### src/rtl/lap_stopwatch.sv
// Stopwatch with per-button debounce, prescaled saturating counter and a
// show-ahead lap FIFO drained by the host. Single clock domain.
module lap_stopwatch #(
    parameter int WIDTH     = 32,
    parameter int DEBOUNCE  = 3,
    parameter int PRESCALE  = 1,
    parameter int LAP_DEPTH = 4
) (
    input  logic                       i_clk,
    input  logic                       i_rst_n,
    input  logic                       i_start,
    input  logic                       i_stop,
    input  logic                       i_lap,
    input  logic                       i_lap_rd,
    output logic [WIDTH-1:0]           o_data,
    output logic                       o_running,
    output logic                       o_overflow,
    output logic [WIDTH-1:0]           o_lap_data,
    output logic                       o_lap_valid,
    output logic [$clog2(LAP_DEPTH):0] o_lap_count,
    output logic                       o_lap_drop
);

    localparam int NB   = 3;
    localparam int DB_W = (DEBOUNCE < 2) ? 1 : $clog2(DEBOUNCE);
    localparam int PS_W = (PRESCALE < 2) ? 1 : $clog2(PRESCALE);
    localparam int AW   = $clog2(LAP_DEPTH);

    localparam logic [DB_W-1:0] DB_LAST   = DB_W'(DEBOUNCE - 1);
    localparam logic [DB_W-1:0] DB_ONE    = DB_W'(1);
    localparam logic [PS_W-1:0] PS_LAST   = PS_W'(PRESCALE - 1);
    localparam logic [PS_W-1:0] PS_ONE    = PS_W'(1);
    localparam logic [AW:0]     PTR_ONE   = (AW + 1)'(1);
    localparam logic [AW:0]     FIFO_FULL = (AW + 1)'(LAP_DEPTH);

    typedef enum logic [1:0] {
        ST_IDLE,
        ST_RUN,
        ST_HOLD
    } state_t;

    function automatic logic [WIDTH-1:0] sat_inc(input logic [WIDTH-1:0] v);
        return (&v) ? v : v + WIDTH'(1);
    endfunction

    logic [NB-1:0]   btn_raw;
    logic [NB-1:0]   btn_wait;
    logic [NB-1:0]   btn_pulse;
    logic [DB_W-1:0] btn_cnt [NB];

    state_t           state_q, state_d;
    logic             start_p, stop_p, lap_p;
    logic             clear, lap_push;
    logic [PS_W-1:0]  psc_q;
    logic [WIDTH-1:0] cnt_q, cnt_next;
    logic             ovf_q;

    logic [WIDTH-1:0] lap_mem [LAP_DEPTH];
    logic [AW:0]      wr_ptr, rd_ptr, lap_cnt;
    logic             fifo_empty, fifo_full, do_pop, do_push, do_drop;
    logic             drop_q;

    assign btn_raw = {i_lap, i_stop, i_start};
    assign {lap_p, stop_p, start_p} = btn_pulse;

    // btn_wait=0 hunts for DEBOUNCE highs (press), btn_wait=1 for DEBOUNCE lows (release)
    always_ff @(posedge i_clk or negedge i_rst_n) begin
        if (!i_rst_n) begin
            btn_wait  <= '0;
            btn_pulse <= '0;
            for (int b = 0; b < NB; b++) btn_cnt[b] <= '0;
        end else begin
            for (int b = 0; b < NB; b++) begin
                btn_pulse[b] <= 1'b0;
                if (btn_raw[b] == btn_wait[b]) begin
                    btn_cnt[b] <= '0;
                end else if (btn_cnt[b] == DB_LAST) begin
                    btn_cnt[b]   <= '0;
                    btn_wait[b]  <= ~btn_wait[b];
                    btn_pulse[b] <= ~btn_wait[b];
                end else begin
                    btn_cnt[b] <= btn_cnt[b] + DB_ONE;
                end
            end
        end
    end

    always_ff @(posedge i_clk or negedge i_rst_n) begin
        if (!i_rst_n) state_q <= ST_IDLE;
        else          state_q <= state_d;
    end

    always_comb begin
        state_d  = state_q;
        clear    = 1'b0;
        lap_push = 1'b0;
        case (state_q)
            ST_IDLE: begin
                if (start_p && !stop_p) state_d = ST_RUN;
            end
            ST_RUN: begin
                lap_push = lap_p;
                if (stop_p && !start_p) state_d = ST_HOLD;
            end
            ST_HOLD: begin
                if (start_p && !stop_p) begin
                    state_d = ST_RUN;
                end else if (stop_p && !start_p) begin
                    state_d = ST_IDLE;
                    clear   = 1'b1;
                end
            end
            default: state_d = ST_IDLE;
        endcase
    end

    assign cnt_next = sat_inc(cnt_q);

    always_ff @(posedge i_clk or negedge i_rst_n) begin
        if (!i_rst_n) begin
            psc_q <= '0;
            cnt_q <= '0;
            ovf_q <= 1'b0;
        end else if (clear) begin
            psc_q <= '0;
            cnt_q <= '0;
            ovf_q <= 1'b0;
        end else if (state_q == ST_RUN) begin
            if (psc_q == PS_LAST) begin
                psc_q <= '0;
                cnt_q <= cnt_next;
                if (&cnt_next) ovf_q <= 1'b1;
            end else begin
                psc_q <= psc_q + PS_ONE;
            end
        end
    end

    // A pop frees a slot in the same cycle, so a full FIFO still accepts a push alongside it
    assign lap_cnt    = wr_ptr - rd_ptr;
    assign fifo_empty = (lap_cnt == '0);
    assign fifo_full  = (lap_cnt == FIFO_FULL);
    assign do_pop     = i_lap_rd && !fifo_empty;
    assign do_push    = lap_push && (!fifo_full || do_pop);
    assign do_drop    = lap_push && fifo_full && !do_pop;

    always_ff @(posedge i_clk or negedge i_rst_n) begin
        if (!i_rst_n) begin
            wr_ptr <= '0;
            rd_ptr <= '0;
            drop_q <= 1'b0;
        end else if (clear) begin
            wr_ptr <= '0;
            rd_ptr <= '0;
            drop_q <= 1'b0;
        end else begin
            if (do_push) wr_ptr <= wr_ptr + PTR_ONE;
            if (do_pop)  rd_ptr <= rd_ptr + PTR_ONE;
            if (do_drop) drop_q <= 1'b1;
        end
    end

    always_ff @(posedge i_clk) begin
        if (do_push && !clear) lap_mem[wr_ptr[AW-1:0]] <= cnt_q;
    end

    assign o_data      = cnt_q;
    assign o_running   = (state_q == ST_RUN);
    assign o_overflow  = ovf_q;
    assign o_lap_data  = fifo_empty ? '0 : lap_mem[rd_ptr[AW-1:0]];
    assign o_lap_valid = !fifo_empty;
    assign o_lap_count = lap_cnt;
    assign o_lap_drop  = drop_q;

endmodule

### config.mk
export PLATFORM = sky130hd
export DESIGN_NAME = lap_stopwatch
export DESIGN_NICKNAME = d
export VERILOG_FILES = /design/src/rtl/lap_stopwatch.sv
export SDC_FILE = /design/constraint.sdc
export NUM_CORES = 1
export LEC_CHECK = 0
export BUFFER_PORTS_ARGS = -buffer_cell sky130_fd_sc_hd__buf_2
export CAP_MARGIN = 20
export CORE_MARGIN = 4
export CORE_UTILIZATION = 40
export DETAILED_ROUTE_END_ITERATION = 12
export RECOVER_POWER = 25
export SLEW_MARGIN = 20
export SYNTH_ARGS = -nofsm -noshare
export SYNTH_HDL_FRONTEND = slang
export SYNTH_SLANG_ARGS = --single-unit
### constraint.sdc
create_clock -name i_clk -period 3.73 [get_ports i_clk]
set_input_delay 0.373 -clock i_clk [delete_from_list [all_inputs] [get_ports i_clk]]
set_output_delay 0.373 -clock i_clk [all_outputs]
set_load 0.1 [all_outputs]
==> impl_results.md, run 1 <==
- Synthesized area: 8150 um2
- Slew @ Worst Pin: 1060 ps
- Fin. Hold Viols: 0
- DP Wirelength: 12.0 mm
- Compound-Gate Fraction of Synth Area: 0.0736
- Worst-path clk slew: 70 ps
- Largest net degree at the start of global routing: 37
- Drt drc: 0
- Root Driver: clkbuf_16
- Crit path kind: register to output pin
- Area Overhead vs Synth: 15.4%
- Routed Antenna Nets: 0
- CP max FO: 35
- Sequential share of the synthesized area: 0.638
- XOR/XNOR share of the synthesized area: 0.0161
- Number of max-cap violations: 0
- Resize count post-CTS: 0
- Placed insts: 903
- Drt wl/cell: 19.7 um
- Mux cell area share after synthesis: 0.0963
- Worst setup EP type: output pin
- Ys Warns: 0
- Library cells used by synthesis: 59
- Slew headroom: 0.292
- Initial antenna violation count: 0
- H-tree Lvls: 4
- Top Ports: 77
- EDFF count, synth: 128
- # port buffers: 76
- Async SR Flop Fraction: 0.297
- Via count: 5282
- Vias/cell: 5.64
- Initial Util: 0.413
- Initial DRT Pass Iterations: 5
- Commonest non-fill, non-tap cell in the layout: edfxtp_1
- RSZ-0062 raised after global routing: no
- Worst setup SP type: register
- Total Routing Usage GR: 0.172
- Main combinational cell family by area after synthesis: simple AND/OR/NAND/NOR gates
- Most frequent cells in the layout: edfxtp_1 (128), buf_2 (75), dfrtp_1 (53), and2_1 (38), o21ai_0 (35)
- Core Footprint: 19700 um2
- Max Root-Sink Buffers: 2
- Die Ht: 151 um
- RD Place Congestion: 0.882
- Post-synth top flop: edfxtp_1
- Period Utilization, post-route: 0.888
- Synthesized area per cell: 14.0 um2
- Die area: 22700 um2
- CP Data Arrival Time: 2940 ps
- Share of cells above drive strength 1: 0.250
- FF+latch count, synth: 182
- Drt total wl: 18.5 mm
- Worst Hold Class: primary input to register
- Min Tclk post-route: 3310 ps
- First-pass GRT wire length: 29.8 mm
- Total Nets Final: 674
- CTS sink cnt: 182
- Yosys top cell by area: edfxtp_1
- Synthesized Nets: 597
- Die X: 151 um
- Area contributors post-synth: edfxtp_1 (47%), dfrtp_1 (17%), mux4_2 (8.8%)
- FMAX: 0.302 GHz
- Vias in the first global route: 5423
- DRT iter0 DRCs: 435
- Area share of the largest cell type after synthesis: 0.472
- CP required: 3360 ps
- Final Skew: 11.9 ps
- Finished Layout Cells: 936
- Final setup viols: 0
- CTS Buf Count: 17
- Gate Count Post-Synth: 581
- CTS tree: done
- Simple-gate share of the synthesized area: 0.134
- Total grt overflow: 0
- Worst skew pair latency: 430 ps
- Adder-Cell Fraction of Synth Area: 0.0163
- Antenna diodes: 0
- Fin. max-slew vios: 0
- Site Rows: 51
- Status: complete, no violations
- Setup TNS: 0 ps
[worst paths after layout]
kind	from	end	slack, ps	depth (start not counted)
setup / recovery	wr_ptr[0]	o_lap_data[2]	420	9
max in group asynchronous	i_rst_n	o_data[19]	2050	3
hold reg to reg	btn_cnt[4]	btn_cnt[4]	450	1
min in group asynchronous	i_rst_n	btn_cnt[3]	610	2
hold / removal	i_start	btn_wait[0]	210	2
setup reg to reg	wr_ptr[0]	lap_mem[3][21]	540	9
[worst max-delay path, stage by stage (launching register included)]
cell	delay (ps)
dfrtp_1	420
inv_1	100
ha_1	220
fa_1	380
xor2_1	170
xnor2_1	160
nand3_1	100
buf_4	300
and2_1	190
buf_2	420
[kinds of logic after synthesis]
logic type / count (synthesis)
AND/OR/NAND/NOR: 189
flip-flops: 182
AO/OA/AOI/OAI: 97
buffers and inverters: 50
multiplexers: 38
XOR/XNOR: 15
adder cells (fa/ha/maj): 10
[cells in the mapped netlist (2+ instances only)]
master,instances
inv_1,15
and3b_1,3
mux2_2,3
xnor2_1,8
buf_1,4
a31oi_1,13
nand4_1,17
o31ai_1,8
and3_1,8
buf_2,9
or4_1,3
and2_1,38
a41o_1,2
o21ai_0,35
edfxtp_1,128
nor3_1,11
nor3b_1,4
a2111oi_0,2
nor2_1,22
nand3_1,23
buf_4,2
o21ai_1,2
mux4_2,32
nand3b_1,3
o211ai_1,3
mux2i_1,3
and3_2,2
nand2_1,34
a21oi_1,19
and4_1,4
dfrtp_1,54
nor2b_1,3
a311oi_1,3
ha_1,9
or4_4,2
nor4_1,4
xor2_1,7
clkbuf_1,18
[stage by stage]
step                hold slack (ps)  cell area [um2]  utilization  setup slack [ps]
floorplan                      77.4             8150            -               176
global placement                328             8830        0.448               696
detailed placement              326             8830        0.448               520
CTS                             188             9410        0.477               332
global route                    198             9400        0.477               210
finish                          211             9400        0.477               419
[layer usage]
layer | vias to the layer above | wire, um | GRT usage
li1 | 2394 | - | -
met5 | - | 0 | 0
met2 | 151 | 9540 | 0.291
met4 | 0 | 282 | 0.0539
met3 | 26 | 954 | 0.0427
met1 | 2711 | 7700 | 0.218
[sequential cells by signal, indices dropped and copies added (netlist names)]
name        count
btn_wait        3
rd_ptr          3
btn_cnt         6
wr_ptr          3
o_data         32
o_lap_drop      1
o_overflow      1
state_q         2
btn_pulse       3
lap_mem       128
[repair_timing]
item / in CTS / in global routing
buffers inserted: 0 / 0
hold buffers: 1 / 0
endpoints found under the hold margin: 18 / 0
[final cells by class]
class | instances | area (um2)
fillers | 1743 | 10300
flip-flops and latches | 182 | 5200
multi-input cells | 349 | 2740
repair buffers | 93 | 514
clock buffers | 19 | 464
well taps | 265 | 332
clock inverters | 13 | 105
inverters | 15 | 56.3
Power of run 1 is left out: the tool's default activity adds up to more than one toggle a clock period on the data nets, which glitch-free logic cannot reach.
==> inputs of run 2 (changes only) <==
--- a/config.mk
+++ b/config.mk
@@ -5,10 +5,12 @@
 export SDC_FILE = /design/constraint.sdc
 export NUM_CORES = 1
 export LEC_CHECK = 0
+export ABC_AREA = 1
 export BUFFER_PORTS_ARGS = -buffer_cell sky130_fd_sc_hd__buf_2
 export CAP_MARGIN = 20
 export CORE_MARGIN = 4
 export CORE_UTILIZATION = 40
+export CTS_BUF_LIST = sky130_fd_sc_hd__clkbuf_8
 export DETAILED_ROUTE_END_ITERATION = 12
 export RECOVER_POWER = 25
 export SLEW_MARGIN = 20
==> run 2 against run 1 <==
Effect of this change: the run now ends with max-capacitance violations, max-slew violations left; die area rose by 3.7%; global-route usage up 0.82 points; non-clock buffer count shrank 3; critical endpoint is now o_lap_data[14]; count of clock-buffer cells in the layout is 2 lower.
==> impl_results.md, run 2 <==
- Status: complete, but fails checks
- Failing checks: max-capacitance violations, max-slew violations
- Antenna diodes: 0 (unchanged)
- Synthesized Nets: 907 (+52%)
- EDFF count, synth: 128 (unchanged)
- Top Ports: 77 (unchanged)
- Area share of the largest cell type after synthesis: 0.454 (-0.0177)
- FMAX: 0.294 GHz (-2.8%)
- Total Nets Final: 984 (+46%)
- Initial DRT Pass Iterations: 5 (unchanged)
- Fin. max-slew vios: 35 (+35)
- Post-synth top flop: edfxtp_1
- # port buffers: 76 (unchanged)
- Total grt overflow: 0 (unchanged)
- Worst setup SP type: register
- Placed insts: 1219 (+35%)
- Fin util: 0.492 (+0.0148)
- Vias/cell: 5.02 (-11%)
- Final Skew: 19.7 ps (+7.77 ps)
- Drt drc: 0 (unchanged)
- Yosys top cell by area: edfxtp_1
- Max reg flops: 128 (unchanged)
- CTS tree: done
- Area contributors post-synth: edfxtp_1 (45%), dfrtp_1 (16%), nand2_1 (10%)
- Worst skew pair latency: 460 ps (+30 ps)
- Final setup viols: 0 (unchanged)
- Routed Antenna Nets: 0 (unchanged)
- Core Footprint: 20500 um2 (+3.9%)
- DRT iter0 DRCs: 393 (-9.7%)
- RSZ-0062 raised after global routing: no
- Min Tclk post-route: 3410 ps (+96.6 ps)
- H-tree Lvls: 4 (unchanged)
- Area Overhead vs Synth: 19.1%
- Die Ht: 153 um (+1.8%)
- Initial antenna violation count: 0 (unchanged)
- Fin. Hold Viols: 0 (unchanged)
- Via count: 6276 (+19%)
- Period Utilization, post-route: 0.913 (+0.0259)
- CP required: 3360 ps (about the same)
- Largest net degree at the start of global routing: 67 (+81%)
- Max Root-Sink Buffers: 2 (unchanged)
- RD Place Congestion: 0.917 (+4.0%)
- First-pass GRT wire length: 33.6 mm (+13%)
- Gate Count Post-Synth: 891 (+53%)
- FF+latch count, synth: 182 (unchanged)
- Synthesized area: 8460 um2 (+3.9%)
- CP Data Arrival Time: 3030 ps (+90 ps)
- Drt total wl: 20.8 mm (+12%)
- CTS sink cnt: 182 (unchanged)
- Multi-input gate area: 2840 um2 (+3.9%)
- Total Routing Usage GR: 0.180 (+0.00818)
- Root Driver: clkbuf_8
- CTS Buf Count: 17 (unchanged)
- Site Rows: 52 (+2.0%)
- Worst setup margin: 323 ps (-96.6 ps)
- Pre-CTS setup slack: 679 ps (+159 ps)
- Slew headroom: -0.401 (-0.693)
- Commonest non-fill, non-tap cell in the layout: nand2_1
- Library cells used by synthesis: 31 (-47%)
- DP Wirelength: 14.2 mm (+18%)
- Ys Warns: 0 (unchanged)
- Worst-path clk slew: 100 ps (+30 ps)
- Worst Hold Class: primary input to register
- # Post-CTS Setup Buffers: 0 (unchanged)
- Number of max-cap violations: 1 (+1)
- Drt wl/cell: 16.6 um (-16%)
- CP max FO: 23 (-34%)
- Finished Layout Cells: 1251 (+34%)
- Initial Util: 0.413 (about the same)
- Worst setup EP type: output pin
- Die X: 153 um (+1.8%)
- Share of cells above drive strength 1: 0.153 (-0.0975)
- Most frequent cell after synthesis: nand2_1
- Vias in the first global route: 6147 (+13%)
- Most instantiated cells after synthesis: nand2_1 (225), nor2_1 (164), edfxtp_1 (128), inv_1 (91), o21ai_0 (69)
- Synthesized area per cell: 9.50 um2 (-32%)
- Seq. cell area: 5200 um2 (about the same)
- Most frequent cells in the layout: nand2_1 (225), nor2_1 (159), edfxtp_1 (128), inv_1 (83), o21ai_0 (69)
- Crit path kind: register to output pin
- Sequential share of the synthesized area: 0.614 (-0.0239)
- Slew @ Worst Pin: 2100 ps (+1040 ps)
- Die area: 23600 um2 (+3.7%)
- Async SR Flop Fraction: 0.297 (unchanged)
- Fillers: 1940 (+11%)
run 2: final timing paths:
check                      depth (start not counted)        from             end  slack (ps)
max                                               10   wr_ptr[0]  o_lap_data[14]         320
min                                                2      i_stop     btn_wait[1]         160
max reg2reg                                        9   wr_ptr[0]  lap_mem[0][15]         790
min reg2reg                                        1  btn_cnt[2]      btn_cnt[2]         430
max in group asynchronous                          2     i_rst_n       rd_ptr[1]        1980
min in group asynchronous                          1     i_rst_n      o_data[15]         510
run 2: routing by layer:
metal	share of wire	vias up	global-route usage
met4	0.010	0	0.0349
li1	-	3110	-
met2	0.49	136	0.310
met3	0.048	15	0.0382
met1	0.45	3015	0.237
met5	0	-	0
run 2: metrics by stage:
step	hold slack (ps)	cell area [um2]	TNS, ps
finish	164	10100	0
global route	150	10100	0
CTS	30.7	10100	0
detailed placement	423	9700	0
global placement	418	9700	0
floorplan	77.4	8520	-10940
run 2: worst max-delay path, cell delays in order (launching register included):
cell and delay (ps):
dfrtp_1 380, inv_1 110, ha_1 220, fa_1 400
xnor2_2 270, xor2_4 180, nand3b_1 140, buf_4 270
nand2_1 90, inv_1 60, buf_2 410
run 2: cells by family (layout without fill, tap and decap cells):
group	after synthesis	after routing	share of synthesized area
xor+xnor	15	15	0.0155
fa+ha+maj	10	10	0.0157
mux	3	3	0.00399
flops	182	182	0.614
simple gates	442	442	0.211
compound gates	114	114	0.0829
buf+inv	125	215	0.0572
run 2: cell type report:
type	instances	share of cell area
clock buffer	17	0.0232
clock inverter	15	0.0138
inverter	93	0.0380
multi-input combinational	584	0.282
sequential	182	0.516
tap	270	0.0335
timing repair buffer	90	0.0935
run 2: repair_timing:
action / 4_1_cts / 5_1_grt
endpoints found under the setup margin: 0 / 2
hold buffers: 0 / 0
resized for setup: 0 / 1
Power of run 2 is left out for the same reason.
